## config.mk

```make
export PLATFORM = sky130hd
export DESIGN_NAME = ins_encoder
export DESIGN_NICKNAME = d
export VERILOG_FILES = /design/src/rtl/ecp8_pkg.sv /design/src/rtl/enc_fifo2.sv /design/src/rtl/ins_encoder.sv
export SDC_FILE = /design/constraint.sdc
export NUM_CORES = 1
export LEC_CHECK = 0
export CORE_ASPECT_RATIO = 0.75
export CORE_MARGIN = 8
export CORE_UTILIZATION = 45
export DETAILED_ROUTE_END_ITERATION = 10
export PLACE_DENSITY = 0.71
export SLEW_MARGIN = 20
export SYNTH_ARGS = -nofsm -noshare
export SYNTH_HDL_FRONTEND = slang
export SYNTH_SLANG_ARGS = --single-unit
```

## constraint.sdc

```tcl
create_clock -name clk -period 7.7 [get_ports clk]
set_input_delay 1.155 -clock clk [delete_from_list [all_inputs] [get_ports clk]]
set_output_delay 1.155 -clock clk [all_outputs]
set_load 0.05 [all_outputs]
```

## src/rtl/ecp8_pkg.sv

```systemverilog
// Shared definitions for the instruction encoder: class codes, encoder
// state encoding, the buffered entry layout and the byte-packing helpers.
package ecp8_pkg;

    localparam logic [1:0] CLS_IMM    = 2'd0;
    localparam logic [1:0] CLS_ALU    = 2'd1;
    localparam logic [1:0] CLS_COPY   = 2'd2;
    localparam logic [1:0] CLS_BRANCH = 2'd3;

    // Widest program address an entry can carry; encoders use the low bits.
    localparam int ENC_ADDR_W_MAX = 16;

    typedef enum logic [1:0] {
        ENC_ACTIVE = 2'd0,
        ENC_FULL   = 2'd1,
        ENC_DONE   = 2'd2
    } enc_state_e;

    typedef struct packed {
        logic [ENC_ADDR_W_MAX-1:0] addr;
        logic [7:0]                data;
    } enc_entry_t;

    // ALU and BRANCH only carry a 3-bit selector; the upper field bits
    // must be zero for the operation to be legal.
    function automatic logic enc_reject(input logic [1:0] cls, input logic [5:0] field);
        return ((cls == CLS_ALU) || (cls == CLS_BRANCH)) && (field[5:3] != 3'd0);
    endfunction

    function automatic logic [7:0] enc_byte(input logic [1:0] cls, input logic [5:0] field);
        if ((cls == CLS_ALU) || (cls == CLS_BRANCH)) begin
            return {cls, 3'b000, field[2:0]};
        end
        return {cls, field};
    endfunction

endpackage

```

## src/rtl/enc_fifo2.sv

```systemverilog
// Two-entry synchronous FIFO holding encoded bytes with their addresses.
// ent0 is always the head; ent1 only holds data when two entries are queued.
module enc_fifo2
    import ecp8_pkg::*;
(
    input  logic       clk,
    input  logic       rst,
    input  logic       flush,
    input  logic       push,
    input  enc_entry_t push_data,
    input  logic       pop,
    output enc_entry_t head,
    output logic [1:0] occ
);

    logic [1:0] occ_q, occ_d;
    enc_entry_t ent0_q, ent0_d;
    enc_entry_t ent1_q, ent1_d;
    logic       do_push, do_pop;

    // Next-entry and occupancy computation; a push into a full FIFO is only
    // honoured when a pop frees a slot in the same cycle.
    always_comb begin
        occ_d   = occ_q;
        ent0_d  = ent0_q;
        ent1_d  = ent1_q;
        do_pop  = pop && (occ_q != 2'd0);
        do_push = push && ((occ_q != 2'd2) || do_pop);
        case ({do_push, do_pop})
            2'b10: begin
                if (occ_q == 2'd0) begin
                    ent0_d = push_data;
                end else begin
                    ent1_d = push_data;
                end
                occ_d = occ_q + 2'd1;
            end
            2'b01: begin
                ent0_d = ent1_q;
                occ_d  = occ_q - 2'd1;
            end
            2'b11: begin
                if (occ_q == 2'd1) begin
                    ent0_d = push_data;
                end else begin
                    ent0_d = ent1_q;
                    ent1_d = push_data;
                end
            end
            default: ;
        endcase
        if (flush) begin
            occ_d = 2'd0;
        end
    end

    // Occupancy is control and is reset; entry payloads are not.
    always_ff @(posedge clk) begin
        if (rst) begin
            occ_q <= 2'd0;
        end else begin
            occ_q <= occ_d;
        end
    end

    // Entry storage.
    always_ff @(posedge clk) begin
        ent0_q <= ent0_d;
        ent1_q <= ent1_d;
    end

    assign head = ent0_q;
    assign occ  = occ_q;

endmodule

```

## src/rtl/ins_encoder.sv

```systemverilog
// Encodes (class, field) operations into instruction bytes, tags them with
// sequential program addresses and streams them out through a 2-entry FIFO.
module ins_encoder
    import ecp8_pkg::*;
#(
    parameter int PROG_DEPTH = 256,
    parameter int ADDR_W     = 8
) (
    input  logic              clk,
    input  logic              rst,
    input  logic              clear,
    input  logic              in_valid,
    output logic              in_ready,
    input  logic [1:0]        in_class,
    input  logic [5:0]        in_field,
    output logic              out_valid,
    input  logic              out_ready,
    output logic [ADDR_W-1:0] out_addr,
    output logic [7:0]        out_data,
    output logic              err,
    output logic [ADDR_W:0]   count,
    output logic              done
);

    localparam int CNT_W = ADDR_W + 1;
    localparam logic [CNT_W-1:0] DEPTH_C = CNT_W'(PROG_DEPTH);

    enc_state_e       state_q, state_d;
    logic [CNT_W-1:0] count_q, count_d;
    logic             err_q, err_d;

    logic       flush, accept, reject, push, pop;
    enc_entry_t push_entry, head;
    logic [1:0] occ;

    // Handshake decode; in_ready never looks at out_ready.
    always_comb begin
        flush      = rst || clear;
        in_ready   = !flush && (state_q == ENC_ACTIVE) && (occ != 2'd2);
        accept     = in_valid && in_ready;
        reject     = accept && enc_reject(in_class, in_field);
        push       = accept && !reject;
        pop        = (occ != 2'd0) && out_ready;
        push_entry = '{addr: ENC_ADDR_W_MAX'(count_q[ADDR_W-1:0]),
                       data: enc_byte(in_class, in_field)};
        count_d    = count_q + (push ? CNT_W'(1) : CNT_W'(0));
        err_d      = reject;
    end

    // Next-state logic: stop accepting once the program is full, then wait
    // for the buffer to drain before signalling completion.
    always_comb begin
        state_d = state_q;
        case (state_q)
            ENC_ACTIVE: begin
                if (push && (count_q + CNT_W'(1) == DEPTH_C)) begin
                    state_d = ENC_FULL;
                end
            end
            ENC_FULL: begin
                if ((occ == 2'd0) || ((occ == 2'd1) && pop)) begin
                    state_d = ENC_DONE;
                end
            end
            ENC_DONE: state_d = ENC_DONE;
            default:  state_d = ENC_ACTIVE;
        endcase
    end

    // Control registers; clear behaves exactly like reset.
    always_ff @(posedge clk) begin
        if (rst || clear) begin
            state_q <= ENC_ACTIVE;
            count_q <= '0;
            err_q   <= 1'b0;
        end else begin
            state_q <= state_d;
            count_q <= count_d;
            err_q   <= err_d;
        end
    end

    enc_fifo2 u_fifo (
        .clk       (clk),
        .rst       (rst),
        .flush     (flush),
        .push      (push),
        .push_data (push_entry),
        .pop       (pop),
        .head      (head),
        .occ       (occ)
    );

    if (ADDR_W < ENC_ADDR_W_MAX) begin : g_addr_pad
        logic unused_addr_bits;
        assign unused_addr_bits = ^head.addr[ENC_ADDR_W_MAX-1:ADDR_W];
    end

    // Head payload is gated so an empty buffer presents zeros.
    always_comb begin
        out_valid = (occ != 2'd0);
        out_addr  = out_valid ? head.addr[ADDR_W-1:0] : '0;
        out_data  = out_valid ? head.data : 8'd0;
        err       = err_q;
        count     = count_q;
        done      = (state_q == ENC_DONE);
    end

endmodule

```

==> impl_metrics.py <==
metrics = {
    "clock_network": {
        "cts_tree": "yes",
        "cts_num_sinks": 46,
        "cts_root_buf": "clkbuf_8",
        "clk_path_buf_depth": 2,
        "worstSkewPairLatency_ps": 300,
        "numCtsBuffers": 5,
        "path_clk_slew_ps": 80,
        "ctsResizeCount": 0,
        "holdBufCountCts": 0,
        "post_cts_buffers": 0,
        "cts_max_level": 2,
    },
    "placement": {
        "dp_hpwl_um": 3070,
        "routabilityCongestion": 0.790,
        "placed_cells": 262,
        "port_buffers": 41,
    },
    "setup_path": {
        "path_buf_inv": 2,
        "path_cells": "clkdlybuf4s50_1 -> nor4b_4 -> clkdlybuf4s50_1",
        "setup.worst_path.start_class": "primary input",
        "worstPathArrival_ps": 2870,
        "cp_slowest_cell": "clkdlybuf4s50_1",
        "crit_required_ps": 6550,
        "worst_setup_path_end_kind": "output pin",
        "path_delay_family": "buffers and inverters",
        "critical-path-max-stage-delay_ps": 870,
        "cp_max_fo": 4,
        "critPathKind": "primary input to output pin",
        "worst_path_most_repeated_cell": "clkdlybuf4s50_1",
    },
    "global_routing": {
        "grt_pass1_vias": 1381,
        "grt.overflow.total": 0,
        "grt_use_total": 0.117,
        "antenna_found_initial": 0,
        "grt_pass1_wl_um": 6610,
        "grt_max_degree": 20,
    },
    "sta": {
        "rsz0062_at_grt": "no",
        "max-slew-margin-rel": 0.553,
        "clock.fmax_mhz": 249,
        "hold_viol_final": 0,
        "fin_crit_ps": 4020,
        "report.final.setup_viol": 0,
        "slew_violations": 0,
        "fin_setup_tns_ps": 0,
        "fin_crit_sh": 0.522,
        "tightest_slew_ps": 671,
        "finClkSkew_ps": 4.82,
    },
    "synth": {
        "syn_inst": 175,
        "synthFlopType": "edfxtp_1",
        "synth_top_area_share": 0.450,
        "synth-seq-cells": 46,
        "async_flop_share": 0,
        "netlist_area_mm2": 0.00213,
        "synth_edf_count": 32,
        "synth_area_per_cell_um2": 12.2,
        "synth.area.top_cells": "edfxtp_1 (45%), dfxtp_1 (13%), a22o_1 (6.6%)",
        "syn_nets": 199,
        "yosysTopAreaCell": "edfxtp_1",
        "synth_cell_types": 32,
        "synth_warnings": 0,
        "synth-seq-area-share": 0.581,
    },
    "route": {
        "wl_um": 4140,
        "num_vias": 1385,
        "postRouteAntennaNets": 0,
        "via_per_inst": 5.13,
        "post-route-drc-count": 0,
        "wire_per_inst_um": 15.3,
        "firstDrtPassIters": 4,
        "drtIter0Drc": 77,
    },
    "floorplan": {
        "rows": 21,
        "die_w_um": 95.5,
        "chipHeight_um": 75.6,
        "ios": 42,
        "initial_core_util": 0.472,
        "core_area_mm2": 0.00452,
        "die-area_mm2": 0.00723,
    },
    "cells_and_area": {
        "nFillCells": 369,
        "syn_to_final_growth_pct": 24.7,
        "final_cells": 270,
        "antenna_cells": 0,
        "final_nets": 236,
        "final_common_cell": "clkdlybuf4s50_1",
        "layout-drive-gt1-share": 0.0751,
        "final_cell_mix": "clkdlybuf4s50_1 (41), edfxtp_1 (32), nor2b_1 (20), a22o_1 (16), dfxtp_1 (14)",
    },
    "pwr": {
        "power.switching_w": 0.000110,
        "p_seq_frac": 0.548,
        "switching_share": 0.222,
        "pwr-share-clk": 0.359,
        "ir_worst_vdd_v": 0.000108,
        "p_int_w": 0.000385,
        "power_density_mw_per_mm2": 186,
        "comb_power_share": 0.092,
        "p_leak_nw": 0.921,
    },
    "status": {
        "status": "completed",
    },
    "min_path": {
        "hold_class": "flop to flop",
    },
    "flow_run": {
        "maxCapViolations": 0,
    },
}
==> stage by stage <==
stage / power, W / hold slack [ps] / utilization / cell area (µm²) / setup WS (ps)
finish: 0.000495 / 482 / 0.589 / 2660 / 3680
global route: 0.000513 / 514 / 0.589 / 2660 / 3620
CTS: 0.000500 / 487 / 0.589 / 2660 / 3660
detailed placement: 0.000323 / 475 / 0.564 / 2550 / 3670
global placement: 0.000322 / 462 / 0.564 / 2550 / 3700
floorplan: 0.000304 / 451 / - / 2130 / 3910
==> Yosys cell counts (3+ instances only) <==
library cell and n:
xor2_1 3, and2_1 3, clkbuf_1 3, dfxtp_1 14, edfxtp_1 32, nor2_1 9, ha_1 11, inv_1 9
nor2b_1 20, nand4_1 3, mux2i_1 3, a22o_1 16, nand2_1 11, xnor2_1 4, buf_4 8, a21oi_1 5
o21ai_0 3
==> logic make-up after synthesis <==
group           Yosys count  synth area share
buf+inv                  22            0.0539
xor+xnor                  7            0.0287
mux                       3            0.0141
compound gates           29             0.104
fa+ha+maj                11            0.0645
flops                    46             0.581
simple gates             57             0.154
==> final timing paths <==
path	depth (start not counted)	slack [ps]	to	from
setup / recovery	3	3680	in_ready	clear
hold / removal	2	480	state_q[1]	state_q[1]
setup reg to reg	9	4990	u_fifo.head[3]	u_fifo.occ[0]
hold reg to reg	2	480	state_q[1]	state_q[1]
==> power groups by stage <==
stage	Sequential, W	Clock, W	Combinational, W
2_1_floorplan	0.000277	0	0.0000270
3_3_place_gp	0.000277	0	0.0000449
6_report	0.000271	0.000178	0.0000458
4_1_cts	0.000271	0.000182	0.0000462
5_1_grt	0.000272	0.000192	0.0000489
3_5_place_dp	0.000277	0	0.0000458
==> worst reg2reg max path: stages, from the launching register on <==
cell,delay (ps)
dfxtp_1,380
inv_1,80
ha_1,230
nor4b_4,350
nand3_2,210
inv_1,220
ha_1,240
a21oi_1,100
nor2_2,510
a22o_1,260
==> flip-flops by register name (all words and copies together), names as in the netlist <==
signal and count:
err 1, count 9, state_q 2, u_fifo.ent1_q 16, u_fifo.occ 2, u_fifo.head 16
==> area by class of cell <==
class | count | area (µm²) | share of cell area
multi-input combinational | 107 | 778 | 0.292
sequential | 46 | 1240 | 0.466
clock buffer | 5 | 68.8 | 0.0258
inverter | 9 | 33.8 | 0.0127
tap | 57 | 71.3 | 0.0268
timing repair buffer | 43 | 425 | 0.160
clock inverter | 3 | 43.8 | 0.0164
==> metal layers <==
layer	share of wire	global-route usage	wire length, µm
met1	0.47	0.146	1930
met2	0.45	0.187	1880
met3	0.070	0.0354	289
met4	0.0097	0.0475	40
met5	0	0	0
Power figures use the tool's default switching activity.
